### config.mk
export PLATFORM = sky130hd
export DESIGN_NAME = adc_serial_reader
export DESIGN_NICKNAME = d
export VERILOG_FILES = /design/src/rtl/adc_serial_reader.sv
export SDC_FILE = /design/constraint.sdc
export NUM_CORES = 1
export LEC_CHECK = 0
export ABC_AREA = 1
export BUFFER_PORTS_ARGS = -buffer_cell sky130_fd_sc_hd__buf_2
export CORE_AREA = 2 2 83 85
export DETAILED_ROUTE_END_ITERATION = 10
export DIE_AREA = 0 0 85 87
export PLACE_DENSITY = 0.86
export SLEW_MARGIN = 20
export SYNTH_ARGS = -nofsm -noshare
export SYNTH_HDL_FRONTEND = slang
export SYNTH_SLANG_ARGS = --single-unit
### constraint.sdc
create_clock -name fpga_clk -period 1.38 [get_ports fpga_clk]
set_input_delay 0.138 -clock fpga_clk [delete_from_list [all_inputs] [get_ports fpga_clk]]
set_output_delay 0.138 -clock fpga_clk [all_outputs]
set_load 0.02 [all_outputs]
### src/rtl/adc_serial_reader.sv
// Multi-channel serial ADC reader: drives CONV_ST/S_CLK and captures NUM_CH MSB-first lanes.
// Optional macro ADC_TEST_PATTERN_EN adds test_mode, which replaces S_DATA with a counting pattern.
`timescale 1ns/1ps
module adc_serial_reader #(
   parameter int DATA_WIDTH    = 12,
   parameter int NUM_CH        = 2,
   parameter int CLK_DIV       = 4,
   parameter int CONV_PULSE    = 2,
   parameter int CONV_WAIT     = 20,
   parameter int SAMPLE_PERIOD = 1000
) (
   input  logic                         fpga_clk,
   input  logic                         rst_n,
   input  logic                         enable,
   input  logic                         cont_mode,
   input  logic                         trig,
`ifdef ADC_TEST_PATTERN_EN
   input  logic                         test_mode,
`endif
   input  logic [NUM_CH-1:0]            S_DATA,
   output logic                         S_CLK,
   output logic                         CONV_ST,
   output logic [NUM_CH*DATA_WIDTH-1:0] data_out,
   output logic                         data_valid,
   input  logic                         data_ready,
   output logic                         busy,
   output logic                         overrun
);

   localparam int MAX_A   = (CONV_PULSE > CONV_WAIT) ? CONV_PULSE : CONV_WAIT;
   localparam int CNT_MAX = (MAX_A > 2*CLK_DIV) ? MAX_A : 2*CLK_DIV;
   localparam int CW      = $clog2(CNT_MAX);
   localparam int BW      = $clog2(DATA_WIDTH);
   localparam int PW      = (SAMPLE_PERIOD > 1) ? $clog2(SAMPLE_PERIOD) : 1;

   typedef enum logic [2:0] {
      ST_IDLE  = 3'd0,
      ST_CONV  = 3'd1,
      ST_WAIT  = 3'd2,
      ST_SHIFT = 3'd3,
      ST_DONE  = 3'd4
   } state_t;

   state_t                               state_r, state_nxt_s;
   logic [CW-1:0]                        cnt_r, cnt_nxt_s;
   logic [BW-1:0]                        bit_r, bit_nxt_s;
   logic [PW-1:0]                        period_r;
   logic                                 armed_r;
   logic [NUM_CH-1:0][DATA_WIDTH-1:0]    sh_r;
   logic [NUM_CH*DATA_WIDTH-1:0]         new_set_s;
   logic [NUM_CH*DATA_WIDTH-1:0]         data_out_r;
   logic                                 data_valid_r, overrun_r;
   logic                                 sclk_r, conv_st_r, busy_r;
   logic                                 sclk_nxt_s, conv_st_nxt_s, busy_nxt_s;
   logic                                 start_s, conv_entry_s, sample_s, done_s, handshake_s;
`ifdef ADC_TEST_PATTERN_EN
   logic                                 tm_r;
   logic [DATA_WIDTH-1:0]                sample_cnt_r;
`endif

   // In continuous mode the first start is immediate; later ones wait for the period counter.
   assign start_s      = enable & (cont_mode ? (~armed_r | (period_r == PW'(SAMPLE_PERIOD - 1))) : trig);
   assign conv_entry_s = (state_r == ST_IDLE) & start_s;
   assign sample_s     = (state_r == ST_SHIFT) & (cnt_r == CW'(CLK_DIV - 1));
   assign done_s       = (state_r == ST_DONE);
   assign handshake_s  = data_valid_r & data_ready;

   // State and sequencing counters
   always_ff @(posedge fpga_clk or negedge rst_n) begin
      if (!rst_n) begin
         state_r <= ST_IDLE;
         cnt_r   <= '0;
         bit_r   <= '0;
      end else begin
         state_r <= state_nxt_s;
         cnt_r   <= cnt_nxt_s;
         bit_r   <= bit_nxt_s;
      end
   end

   // Next-state and counter advance
   always_comb begin
      state_nxt_s = state_r;
      cnt_nxt_s   = cnt_r;
      bit_nxt_s   = bit_r;
      case (state_r)
         ST_IDLE: begin
            cnt_nxt_s = '0;
            bit_nxt_s = '0;
            if (start_s) begin
               state_nxt_s = ST_CONV;
            end else begin
               state_nxt_s = ST_IDLE;
            end
         end
         ST_CONV: begin
            if (cnt_r == CW'(CONV_PULSE - 1)) begin
               state_nxt_s = ST_WAIT;
               cnt_nxt_s   = '0;
            end else begin
               cnt_nxt_s = cnt_r + CW'(1);
            end
         end
         ST_WAIT: begin
            if (cnt_r == CW'(CONV_WAIT - 1)) begin
               state_nxt_s = ST_SHIFT;
               cnt_nxt_s   = '0;
               bit_nxt_s   = '0;
            end else begin
               cnt_nxt_s = cnt_r + CW'(1);
            end
         end
         ST_SHIFT: begin
            if (cnt_r == CW'(2*CLK_DIV - 1)) begin
               cnt_nxt_s = '0;
               if (bit_r == BW'(DATA_WIDTH - 1)) begin
                  state_nxt_s = ST_DONE;
               end else begin
                  bit_nxt_s = bit_r + BW'(1);
               end
            end else begin
               cnt_nxt_s = cnt_r + CW'(1);
            end
         end
         ST_DONE: begin
            state_nxt_s = ST_IDLE;
         end
         default: begin
            state_nxt_s = ST_IDLE;
            cnt_nxt_s   = '0;
            bit_nxt_s   = '0;
         end
      endcase
   end

   // Pin values for the upcoming state, registered below so they change with state_r
   always_comb begin
      conv_st_nxt_s = (state_nxt_s == ST_CONV);
      sclk_nxt_s    = (state_nxt_s == ST_SHIFT) & (cnt_nxt_s < CW'(CLK_DIV));
      busy_nxt_s    = (state_nxt_s != ST_IDLE);
   end

   // Registered ADC pins and busy
   always_ff @(posedge fpga_clk or negedge rst_n) begin
      if (!rst_n) begin
         conv_st_r <= 1'b0;
         sclk_r    <= 1'b0;
         busy_r    <= 1'b0;
      end else begin
         conv_st_r <= conv_st_nxt_s;
         sclk_r    <= sclk_nxt_s;
         busy_r    <= busy_nxt_s;
      end
   end

   // Start-to-start period counter; saturates so a long conversion restarts right after DONE
   always_ff @(posedge fpga_clk or negedge rst_n) begin
      if (!rst_n) begin
         period_r <= '0;
         armed_r  <= 1'b0;
      end else begin
         if (conv_entry_s) begin
            period_r <= '0;
         end else if (period_r != PW'(SAMPLE_PERIOD - 1)) begin
            period_r <= period_r + PW'(1);
         end else begin
            period_r <= period_r;
         end
         if (!enable || !cont_mode) begin
            armed_r <= 1'b0;
         end else if (conv_entry_s) begin
            armed_r <= 1'b1;
         end else begin
            armed_r <= armed_r;
         end
      end
   end

   // Capture on the edge that drops S_CLK; first bit ends up as MSB
   always_ff @(posedge fpga_clk or negedge rst_n) begin
      if (!rst_n) begin
         sh_r <= '0;
      end else if (sample_s) begin
         for (int c = 0; c < NUM_CH; c++) begin
            sh_r[c] <= {sh_r[c][DATA_WIDTH-2:0], S_DATA[c]};
         end
      end else begin
         sh_r <= sh_r;
      end
   end

`ifdef ADC_TEST_PATTERN_EN
   // Test-pattern select latched per conversion, and the running set counter
   always_ff @(posedge fpga_clk or negedge rst_n) begin
      if (!rst_n) begin
         tm_r         <= 1'b0;
         sample_cnt_r <= '0;
      end else begin
         tm_r         <= conv_entry_s ? test_mode : tm_r;
         sample_cnt_r <= done_s ? (sample_cnt_r + DATA_WIDTH'(1)) : sample_cnt_r;
      end
   end
`endif

   // Sample set presented at DONE
   always_comb begin
      new_set_s = '0;
      for (int c = 0; c < NUM_CH; c++) begin
`ifdef ADC_TEST_PATTERN_EN
         new_set_s[c*DATA_WIDTH +: DATA_WIDTH] = tm_r ? (sample_cnt_r + DATA_WIDTH'(c)) : sh_r[c];
`else
         new_set_s[c*DATA_WIDTH +: DATA_WIDTH] = sh_r[c];
`endif
      end
   end

   // Output register, valid flag and sticky overrun (enable low clears overrun)
   always_ff @(posedge fpga_clk or negedge rst_n) begin
      if (!rst_n) begin
         data_out_r   <= '0;
         data_valid_r <= 1'b0;
         overrun_r    <= 1'b0;
      end else begin
         if (done_s) begin
            data_out_r   <= new_set_s;
            data_valid_r <= 1'b1;
         end else if (handshake_s) begin
            data_out_r   <= data_out_r;
            data_valid_r <= 1'b0;
         end else begin
            data_out_r   <= data_out_r;
            data_valid_r <= data_valid_r;
         end
         if (!enable) begin
            overrun_r <= 1'b0;
         end else if (done_s && data_valid_r && !data_ready) begin
            overrun_r <= 1'b1;
         end else begin
            overrun_r <= overrun_r;
         end
      end
   end

   assign S_CLK      = sclk_r;
   assign CONV_ST    = conv_st_r;
   assign busy       = busy_r;
   assign data_out   = data_out_r;
   assign data_valid = data_valid_r;
   assign overrun    = overrun_r;

endmodule

**Yosys cells after proc, flatten, opt, wreduce, memory -nomap -nowiden**

Index checks and enable logic that the tools add are counted.

- Register bits after elaboration: 76
- Input port bits: 8
- Output and inout bits: 29
- Logic and storage cells: 78

- $add $sub $neg: 3
- Order comparisons: 1
- Eq/ne operators: 17
- Multiplexer cells: 23
- Bitwise logic cells: 8
- Reduce and logical (&&, ||, !) cells: 13

Operators with widths:

| kind | count |
|---|---|
| $mux W10 | 2 |
| $pmux W5 S4 | 1 |
| $mux W5 | 3 |
| $mux W3 | 4 |
| $mux W4 | 3 |
| $pmux W3 S4 | 1 |
| $pmux W4 S3 | 1 |
| $add A10 B1 Y10 const B | 1 |
| $eq A10 B10 Y1 const B | 1 |
| $ne A10 B10 Y1 const B | 1 |
| $eq A3 B2 Y1 const B | 3 |
| $mux W1 | 8 |
| $eq A3 B1 Y1 const B | 2 |
| $reduce_bool A2 Y1 | 3 |
| $add A5 B1 Y5 const B | 1 |
| $and A1 B1 Y1 | 5 |
| $eq A5 B1 Y1 const B | 1 |
| $eq A5 B2 Y1 const B | 1 |
| $eq A5 B3 Y1 const B | 1 |
| $eq A5 B5 Y1 const B | 1 |
| $lt A5 B3 Y1 const B | 1 |
| $add A4 B1 Y4 const B | 1 |
| $eq A4 B4 Y1 const B | 1 |
| $ne A2 B1 Y1 const B | 2 |
| other kinds (11) | 16 |

**Longest topological paths before layout**

Gate-level depths: netlist (run 1).

- Depth after elaboration: 8
- Depth in mapped cells: 11
- Gate-level depth less buffers: 11

**Worst setup path after synthesis (run 1)**

Ideal clock, no wire load.

- Path kind: reg-to-reg
- Start point: register cnt_r[0]
- End point: register bit_r[1]
- Setup time: 0.117 ns
- Arrival: 1.300 ns
- Required time: 1.263 ns
- Path slack: -0.037 ns
- Stages on the path, launching flop included: 11
- Cells stage by stage: dfrtp_1 > ha_1 > inv_1 > nor2_1 > nand2_1 > nand2_1 > nand2_1 > nor2_4 > inv_2 > nand2_1 > nand2_1

- Word-level cells in the longest chain between the ends: 3
- Elaborated cells on any way between the ends: 5

RTL lines:

| element | RTL line | RTL |
|---|---|---|
| start, declared | 45 | `logic [CW-1:0] cnt_r, cnt_nxt_s;` |
| start signal, assigned | 76 | `cnt_r <= cnt_nxt_s;` |
| $eq A5 B5 Y1 / $eq A5 B3 Y1 (equally long branches) | 105, 114 |  |
| $ne A2 B2 Y1 (no source line) / $ne A2 B1 Y1 (equally long branches) | -- |  |
| $reduce_and A4 Y1 (no source line) * | -- |  |
| end signal, assigned | 77 | `bit_r <= bit_nxt_s;` |
| end, declared | 46 | `logic [BW-1:0] bit_r, bit_nxt_s;` |

Every way passes the cells marked *; elsewhere a longest branch is shown, timed or not.
A chain may end at the register's enable or synchronous reset.

**Worst setup path in the final report (run 1)**

- Start point: register cnt_r[0]
- End point: register sclk_r, in the netlist S_CLK

- Word-level cells in the longest chain between the ends: 5
- Elaborated cells on any way between the ends: 15

RTL lines:

| element | RTL line | RTL |
|---|---|---|
| $add A5 B1 Y5 (tied with other cells) | 101, 110, 122 |  |
| $mux W5 (tied with other cells) | 114 | `if (cnt_r == CW'(2*CLK_DIV - 1)) begin` |
| $pmux W5 S4 / $pmux W3 S4 (equally long branches) | 86 | `case (state_r)` |
| $lt A5 B3 Y1 / $eq A3 B2 Y1 (equally long branches) | 139 | `sclk_nxt_s = (state_nxt_s == ST_SHIFT) & (cnt_nxt_s < CW'(CLK_DIV));` |
| $and A1 B1 Y1 * | 139 |  |
| named net sclk_nxt_s | 54 | `logic sclk_nxt_s, conv_st_nxt_s, busy_nxt_s;` |
| end signal, assigned | 151 | `sclk_r <= sclk_nxt_s;` |
| end, declared | 53 | `logic sclk_r, conv_st_r, busy_r;` |

The timed path passes the listed nets; every way through them passes the cells marked *.

==> metrics.txt, run 1 <==
Seq/Total Area, Yosys=57.6%; CTS tree=built; Yosys top cell area share=between 50% and 60%; Reg clk slew, reported paths=about 0.07 ns; gr usage total=a little over 20%; Synth Register Bits=76; worst skew pair latency=roughly 0.37 ns; Die Y=just under 90 um; CTS Sinks=between 70 and 80; area grow syn2layout=36.1%; period utilization=111%; peak supply drop=approximately 1.0 mV; Syn Area/Cell=8.97 sq um; Netlist cell types=30; Initial Util=about 50%; Ports=37; design area=between 0.004 and 0.005 sq mm; hold violation total from the final report=0; post-synthesis instance total=roughly 370; DIE WIDTH=around 85 um; row cnt=30; share of cells above drive strength 1=between 40% and 50%; most common cell after layout, fill and taps aside=dfrtp_1; Critical Path End Type=flop; wire length per cell=roughly 16 um; Antenna Cells=0; via total after detailed routing=2,820; top post-synthesis cells by area=dfrtp_1, nand2_1, inv_1; Initial DRC Count=between 150 and 200; # port buffers=36; critical path class=reg -> reg; RSZ-0062 raised after global routing=true; DP Area=0.00372 sq mm; Synth area leader=dfrtp_1; total power=between 4 and 5 mW; placed insts=498; DRT Pass-1 Iters=4; cts bufs inserted=9; Synth warnings=0; Pwr Density=~900 mW/mm^2; status=finished, violations left; CTS Root Cell=clkbuf_8; synthesized area=around 0.0033 sq mm; Worst EP arrival=1.78 ns; final worst slack=-0.147 ns; Post-DP HPWL=4540 um; Tmin final=roughly 1.5 ns; Critical Path Source Type=flop; Nets=452; Via density=approximately 5.4; HP Class=in -> reg; final core occ=68.4%; wirelength, routed=roughly 8300 um; Rel. slew slack=between 70% and 80%; first-pass GRT wire length=11,800 um; leakage power=roughly 2.3 nW; most frequent cells in the layout=dfrtp_1, nand2_1, inv_1, buf_2, o21ai_0; DRC viols=0; Placer Congestion=about 0.92; maximum clock frequency=between 0.6 and 0.7 GHz; core area=~0.0066 sq mm; Worst Tran Pin Value=around 0.39 ns; Crit Path Max Fanout=3; largest net degree at the start of global routing=a little under 80; pre-CTS WS=-0.109 ns; Non-Filler Instances=between 500 and 600; maxcap violations=0; total grt overflow=0; initial antenna violation count=0; failing checks=negative setup slack; syn nets=380; Max Slew Vio Count=0; vias in the first global route=2,650; H-Tree Depth=3; CTS Buffer Depth=2; setup violators final=35; worst path required time=around 1.6 ns; die area=0.00740 sq mm; antenna-violating nets left=0; clock skew=between 0.015 and 0.02 ns
==> worst max-delay path: stages, from the launching register on <==
cell and delay [ns]:
dfrtp_1 0.43, ha_4 0.19, nand2_2 0.07, inv_2 0.05, buf_4 0.14, nand2_1 0.06, xor2_1 0.22, nand2_2 0.11
nand3_2 0.11, nor2_2 0.05
==> what timing repair did <==
action / in CTS / in global routing
endpoints found under the hold margin: 76 / 0
setup endpoints to repair: 19 / 64
hold buffers: 1 / 0
resized for setup: 31 / 94
cloned: 0 / 6
pin swaps: 13 / 28
setup buffers: 1 / 3
==> Yosys cell counts (all sizes together) <==
cell / count
nand3b: 1
a31oi: 2
buf: 8
a22o: 1
nand3: 18
nor3: 4
nand4: 2
inv: 43
clkbuf: 2
o211ai: 2
xnor2: 2
nand2: 103
or2: 1
dfrtp: 76
xor2: 9
o21ai: 48
ha: 4
a21oi: 4
o21bai: 1
nor2: 37
==> through the flow <==
step | hold WS (ns) | TNS, ns
2_1_floorplan | -0.158 | -0.0161
3_3_place_gp | 0.197 | -0.153
3_5_place_dp | 0.206 | -0.654
4_1_cts | 0.00595 | -0.198
5_1_grt | 0.0384 | -5.81
6_report | 0.0154 | -1.87
==> registers in the layout, summed over array words and instances, names as in the netlist <==
| signal | count |
|---|---|
| CONV_ST | 1 |
| S_CLK | 1 |
| armed_r | 1 |
| bit_r | 4 |
| busy | 1 |
| cnt_r | 5 |
| data_out | 24 |
| data_valid | 1 |
| new_set_s | 24 |
| overrun | 1 |
| period_r | 10 |
| state_r | 3 |
==> worst paths after layout <==
path,slack (ns),start,depth (start not counted),endpoint
max,-0.15,cnt_r[0],9,S_CLK
min,0.02,enable,3,armed_r
max reg2reg,-0.15,cnt_r[0],9,S_CLK
min reg2reg,0.48,data_out[15],2,data_out[15]
max in group asynchronous,0.73,rst_n,3,state_r[0]
min in group asynchronous,0.31,rst_n,3,data_out[9]
==> layer usage <==
layer / global-route usage, % / part of all wire [%] / vias to the layer above
met2: 33.9 / 54 / 80
met1: 24.1 / 39 / 1406
met4: 9.67 / 3.3 / 0
met5: 0 / 0 / -
li1: - / - / 1308
met3: 5.50 / 4.5 / 26
==> final cells by class <==
class | instances | area, sq um
fill | 451 | 2080
sequential | 76 | 1900
clock buffer | 10 | 138
clock inverter | 5 | 52.6
multi-input combinational | 239 | 1580
inverter | 43 | 161
timing repair buffer | 71 | 557
tap | 80 | 100
==> report_power, final <==
group	leakage (nW)	switching [mW]	total [mW]	internal, mW
combinational	1.26	0.0649	0.0926	0.0277
clock	0.0979	0.837	1.70	0.865
sequential	0.989	0.00968	2.25	2.24
==> kinds of logic (layout without fill, tap and decap cells) <==
kind of cell    Yosys count  after routing  share of synthesized area [%]
simple gates            166            166                           21.0
fa+ha+maj                 4              4                           1.52
xor+xnor                 11             11                           2.92
compound gates           58             58                           9.93
flops                    76             76                           57.6
buf+inv                  53            129                           7.05
No activity file was read; power rests on OpenSTA's default activity.
==> run 2: changes to the inputs <==
--- a/config.mk
+++ b/config.mk
@@ -7,10 +7,11 @@
 export LEC_CHECK = 0
 export ABC_AREA = 1
 export BUFFER_PORTS_ARGS = -buffer_cell sky130_fd_sc_hd__buf_2
-export CORE_AREA = 2 2 83 85
+export CORE_AREA = 2 2 89 91
 export DETAILED_ROUTE_END_ITERATION = 10
-export DIE_AREA = 0 0 85 87
-export PLACE_DENSITY = 0.86
+export DIE_AREA = 0 0 91 93
+export PLACE_DENSITY = 0.77
+export RECOVER_POWER = 50
 export SLEW_MARGIN = 20
 export SYNTH_ARGS = -nofsm -noshare
 export SYNTH_HDL_FRONTEND = slang
==> run 2 against run 1 <==
The run still ends with negative setup slack left. Flip-flop and latch count is the same. Cell area is 3.3% higher. Combinational power is essentially flat. Largest cell class unchanged. Worst setup slack got worse by 0.0014 ns. Critical path depth rose by 1. Largest power group unchanged. Cell count up 5.0%. Global-route usage down 3.2 points.
==> metrics.txt, run 2 (synthesis gave the netlist of run 1 again) <==
Placer Congestion=0.910 (-0.73%); peak supply drop=0.828 mV (-21%); GRT met2 Usage=28.5% (-5.4 points); maxcap violations=0 (unchanged); status=finished, violations left; final core occ=61.6% (-6.8 points); Fill cells=618 (+37%); CTS Sinks=76 (unchanged); # port buffers=36 (unchanged); antenna-violating nets left=0 (unchanged); Die Y=93 um (+6.9%); CTS tree=built; most frequent cells in the layout=dfrtp_1, nand2_1, buf_2, inv_1, buf_4; Critical Path Source Type=flop; Nets=455 (+0.66%); worst hold margin=0.0344 ns (+0.0189 ns); Crit Path Max Fanout=3 (unchanged); DRC viols=0 (unchanged); worst skew pair latency=0.35 ns (-0.02 ns); via total after detailed routing=2,708 (-4.0%); DIE WIDTH=91 um (+7.1%); Non-Filler Instances=550 (+5.0%); critical path class=reg -> reg; H-Tree Depth=3 (unchanged); row cnt=32 (+6.7%); gr usage total=17.0% (-3.2 points); Via density=4.92 (-8.5%); Worst Tran Pin Value=0.723 ns (+0.329 ns); clock skew=0.0121 ns (-0.00514 ns); most common cell after layout, fill and taps aside=dfrtp_1; first-pass GRT wire length=11,600 um (-1.2%); Hold Path Cell Cnt=3 (unchanged); HP Class=in -> reg; wire length per cell=14.6 um (-8.0%); DRT Pass-1 Iters=4 (unchanged); die area=0.00846 sq mm (+14%); leakage power=2.41 nW (+2.7%); area grow syn2layout=40.5%; placed insts=519 (+4.2%); Tmin final=1.53 ns (+0.00142 ns); worst path required time=1.62 ns (about the same); total power=4.51 mW (+11%); Antenna Cells=0 (unchanged); setup violators final=40 (+14%); Max Slew Vio Count=0 (unchanged); vias in the first global route=2,674 (+0.91%); RSZ-0062 raised after global routing=true; Worst R2R Path Depth=10 (+1); failing checks=negative setup slack; DP Area=0.00374 sq mm (+0.54%); initial antenna violation count=0 (unchanged); M3 GR Usage=4.75% (-0.74 points); Rel. slew slack=51.8% (-22 points); Critical Path End Type=flop; period utilization=111% (about the same); maximum clock frequency=0.654 GHz (about the same); wirelength, routed=8030 um (-3.4%); total grt overflow=0 (unchanged); final worst slack=-0.149 ns (-0.00142 ns); share of cells above drive strength 1=42.4% (+1.2 points); Initial Util=43.8% (-6.4 points); Worst EP arrival=1.77 ns (about the same); largest net degree at the start of global routing=66 (-14%); hold violation total from the final report=0 (unchanged); grt met1 use=21.2% (-2.9 points); Reg clk slew, reported paths=0.08 ns (about the same); core area=0.00753 sq mm (+15%); Ports=37 (unchanged); Post-DP HPWL=4470 um (-1.6%); cts bufs inserted=9 (unchanged); Pwr Density=971 mW/mm^2 (+8.0%); Initial DRC Count=131 (-23%); global routing's busiest layer=met2; CTS Root Cell=clkbuf_8; CTS Buffer Depth=2 (unchanged); design area=0.00464 sq mm (+3.3%)
## run 2: cell type report
class / count / area, sq um / share of cell area, %
clock buffer: 11 / 151 / 3.26
clock inverter: 5 / 106 / 2.29
timing repair buffer: 74 / 574 / 12.4
multi-input combinational: 239 / 1610 / 34.7
sequential: 76 / 1900 / 41.1
inverter: 43 / 166 / 3.59
tap: 102 / 128 / 2.75
## run 2: routing by layer
layer | vias up | share of wire (%)
met5 | - | 0
met1 | 1317 | 42
met4 | 0 | 1.8
met2 | 64 | 52
met3 | 13 | 4.3
li1 | 1314 | -
## run 2: worst paths after layout
kind	from	endpoint	slack [ns]
hold / removal	enable	armed_r	0.03
min in group asynchronous	rst_n	data_out[15]	0.35
setup reg to reg	cnt_r[1]	S_CLK	-0.15
setup / recovery	cnt_r[1]	S_CLK	-0.15
max in group asynchronous	rst_n	state_r[2]	0.22
hold reg to reg	data_out[2]	data_out[2]	0.48
## run 2: stage by stage
stage	setup slack [ns]	setup TNS, ns
6_report	-0.149	-3.10
5_1_grt	-0.230	-5.81
4_1_cts	-0.0801	-1.01
3_5_place_dp	-0.151	-1.00
3_3_place_gp	-0.106	-0.466
2_1_floorplan	-0.00646	-0.0161
## run 2: critical path, stage by stage, from the launching register on
cell,delay (ns)
dfrtp_1,0.43
ha_4,0.20
nand2_2,0.07
inv_2,0.05
buf_4,0.14
nor2_4,0.12
nand3_1,0.12
nand2_2,0.12
nor2_4,0.05
nand3_2,0.07
nor2_2,0.04
## run 2: where the power goes
| group | leakage (nW) | internal (mW) | switching, mW |
|---|---|---|---|
| sequential | 0.988 | 2.24 | 0.00841 |
| clock | 0.126 | 1.31 | 0.860 |
| combinational | 1.29 | 0.0276 | 0.0653 |
| total | 2.41 | 3.57 | 0.933 |
## run 2: repair_timing
| action | in CTS | in global routing |
|---|---|---|
| endpoints found under the hold margin | 11 | 0 |
| setup endpoints to repair | 19 | 72 |
| pin swaps | 14 | 19 |
| setup buffers | 5 | 3 |
| resized for setup | 33 | 104 |
| gates cloned | 0 | 6 |
| hold buffers | 1 | 0 |
==> run 3: changes to the inputs <==
--- a/config.mk
+++ b/config.mk
@@ -7,11 +7,14 @@
 export LEC_CHECK = 0
 export ABC_AREA = 1
 export BUFFER_PORTS_ARGS = -buffer_cell sky130_fd_sc_hd__buf_2
-export CORE_AREA = 2 2 89 91
+export CELL_PAD_IN_SITES_DETAIL_PLACEMENT = 1
+export CELL_PAD_IN_SITES_GLOBAL_PLACEMENT = 1
+export CORE_AREA = 2 2 94 96
 export DETAILED_ROUTE_END_ITERATION = 10
-export DIE_AREA = 0 0 91 93
-export PLACE_DENSITY = 0.77
+export DIE_AREA = 0 0 96 98
+export PLACE_DENSITY = 0.86
 export RECOVER_POWER = 50
+export SKIP_CTS_REPAIR_TIMING = 1
 export SLEW_MARGIN = 20
 export SYNTH_ARGS = -nofsm -noshare
 export SYNTH_HDL_FRONTEND = slang
==> run 3 against run 2 <==
The flow still finishes with violations (negative setup slack). Clock skew fell by 0.0045 ns. Highest routed layer unchanged. Register-to-register slack got worse by 0.04 ns. Worst hold slack worse by 0.020 ns. Flip-flop and latch count stayed put. Critical path depth is 2 lower. Global-route usage increased by 1.3 points. Clock-buffer cell count stayed put. First-iteration DRC count fell by 34%. Sequential power hardly changed. Wire length is 32% higher. Die area grew 11%.
==> metrics.txt, run 3 (synthesis gave the netlist of run 1 again) <==
via total after detailed routing=2,878 (+6.3%); CTS Buffer Depth=2 (unchanged); # port buffers=36 (unchanged); DRC viols=0 (unchanged); Post-DP HPWL=5540 um (+24%); largest net degree at the start of global routing=49 (-26%); wirelength, routed=10,600 um (+32%); final worst slack=-0.184 ns (-0.0350 ns); Reg clk slew, reported paths=0.09 ns (about the same); maximum clock frequency=0.639 GHz (-2.2%); total power=4.53 mW (+0.63%); die area=0.00941 sq mm (+11%); Pwr Density=981 mW/mm^2 (+1.0%); failing checks=negative setup slack; CTS tree=built; Nets=461 (+1.3%); cts bufs inserted=9 (unchanged); RSZ-0062 raised after global routing=true; clock skew=0.00757 ns (-0.00453 ns); period utilization=113% (+2.5 points); peak supply drop=0.701 mV (-15%); Rel. slew slack=38.3% (-13 points); Antenna Cells=0 (unchanged); Tmin final=1.56 ns (+0.0350 ns); initial antenna violation count=0 (unchanged); core area=0.00847 sq mm (+12%); CTS Root Cell=clkbuf_8; Crit Path Max Fanout=12 (+9); Worst EP arrival=1.82 ns (+0.05 ns); critical path class=reg -> reg; Worst Tran Pin Value=0.925 ns (+0.202 ns); leakage power=2.36 nW (-2.1%); Ports=37 (unchanged); register area=0.00190 sq mm (unchanged); Register-to-Register Setup Slack=-0.18 ns (-0.04 ns); Die Y=98 um (+5.4%); Via density=5.12 (+4.0%); gr usage total=18.3% (+1.3 points); Initial Util=39.0% (-4.9 points); wire length per cell=18.9 um (+29%); area grow syn2layout=40.0%; worst skew pair latency=0.36 ns (about the same); Placer Congestion=0.862 (-5.3%); pre-CTS WS=-0.184 ns (-0.0331 ns); Max Slew Vio Count=0 (unchanged); hold violation total from the final report=0 (unchanged); Critical Path End Type=flop; HP Class=in -> reg; row cnt=34 (+6.3%); Fill cells=958 (+55%); CTS Sinks=76 (unchanged); first-pass GRT wire length=13,600 um (+16%); most frequent cells in the layout=nand2_1, dfrtp_1, buf_2, inv_1, buf_4; H-Tree Depth=3 (unchanged); area of the multi-input gates=0.00156 sq mm (-3.2%); DRT Pass-1 Iters=6 (+2); status=finished, violations left; most common cell after layout, fill and taps aside=nand2_1; worst path required time=1.63 ns (about the same); share of cells above drive strength 1=40.5% (-1.9 points); setup violators final=45 (+13%); total grt overflow=0 (unchanged); final core occ=54.6% (-7.1 points); DIE WIDTH=96 um (+5.5%); Initial DRC Count=86 (-34%); vias in the first global route=2,975 (+11%); Critical Path Source Type=flop; antenna-violating nets left=0 (unchanged); maxcap violations=0 (unchanged)
-- run 3: changes by cell type in the layout (fill, tap and decap cells not counted), moves of 2 or more --
| cell | delta |
|---|---|
| o21ai_2 | -2 |
| nand2_2 | -4 |
| buf_4 | +6 |
| nand2_4 | -6 |
| nand2_1 | +10 |
| o21ai_0 | +2 |
-- run 3: metal layers --
metal	vias up	GRT usage, %	share of wire [%]
met5	-	0	0
met1	1454	23.1	40
li1	1316	-	-
met4	0	6.70	4.6
met3	39	4.17	3.2
met2	69	30.4	53
-- run 3: final cells by class --
class | count | area share [%]
flip-flops and latches | 76 | 41.2
clock inverters | 5 | 2.33
multi-input cells | 239 | 33.7
inverters | 43 | 3.55
repair buffers | 80 | 13.2
clock buffers | 11 | 3.06
well taps | 108 | 2.93
-- run 3: final timing paths --
check | from | end | cells past startpoint
worst max-delay path | cnt_r[1] | new_set_s[1] | 8
worst min-delay path | enable | armed_r | 3
worst max register to register | cnt_r[1] | new_set_s[1] | 8
worst min register to register | data_out[8] | data_out[8] | 2
max in group asynchronous | rst_n | state_r[2] | 3
min in group asynchronous | rst_n | data_out[14] | 2
-- run 3: power by group --
part           internal [mW]  switching [mW]
clock                   1.26           0.926
sequential              2.24         0.00871
combinational         0.0274          0.0721
-- run 3: worst max-delay path: stages (launching register included) --
cell and delay (ns):
dfrtp_1 0.42, ha_4 0.17, inv_2 0.04, nor2_4 0.12, buf_6 0.11, nand3_4 0.19, clkbuf_16 0.26, nand2_1 0.06
o21ai_1 0.07
-- run 3: per-stage QoR --
stage               instance area, sq um  setup TNS [ns]  hold WS, ns  instances
detailed placement                  3820           -5.03       0.0948        533
finish                              4620           -4.97       0.0141        562
global placement                    3820          -0.464       0.0848        533
CTS                                 4070           -6.39       -0.292        549
floorplan                           3300         -0.0161       -0.158        368
global route                        4620           -9.12       0.0190        562
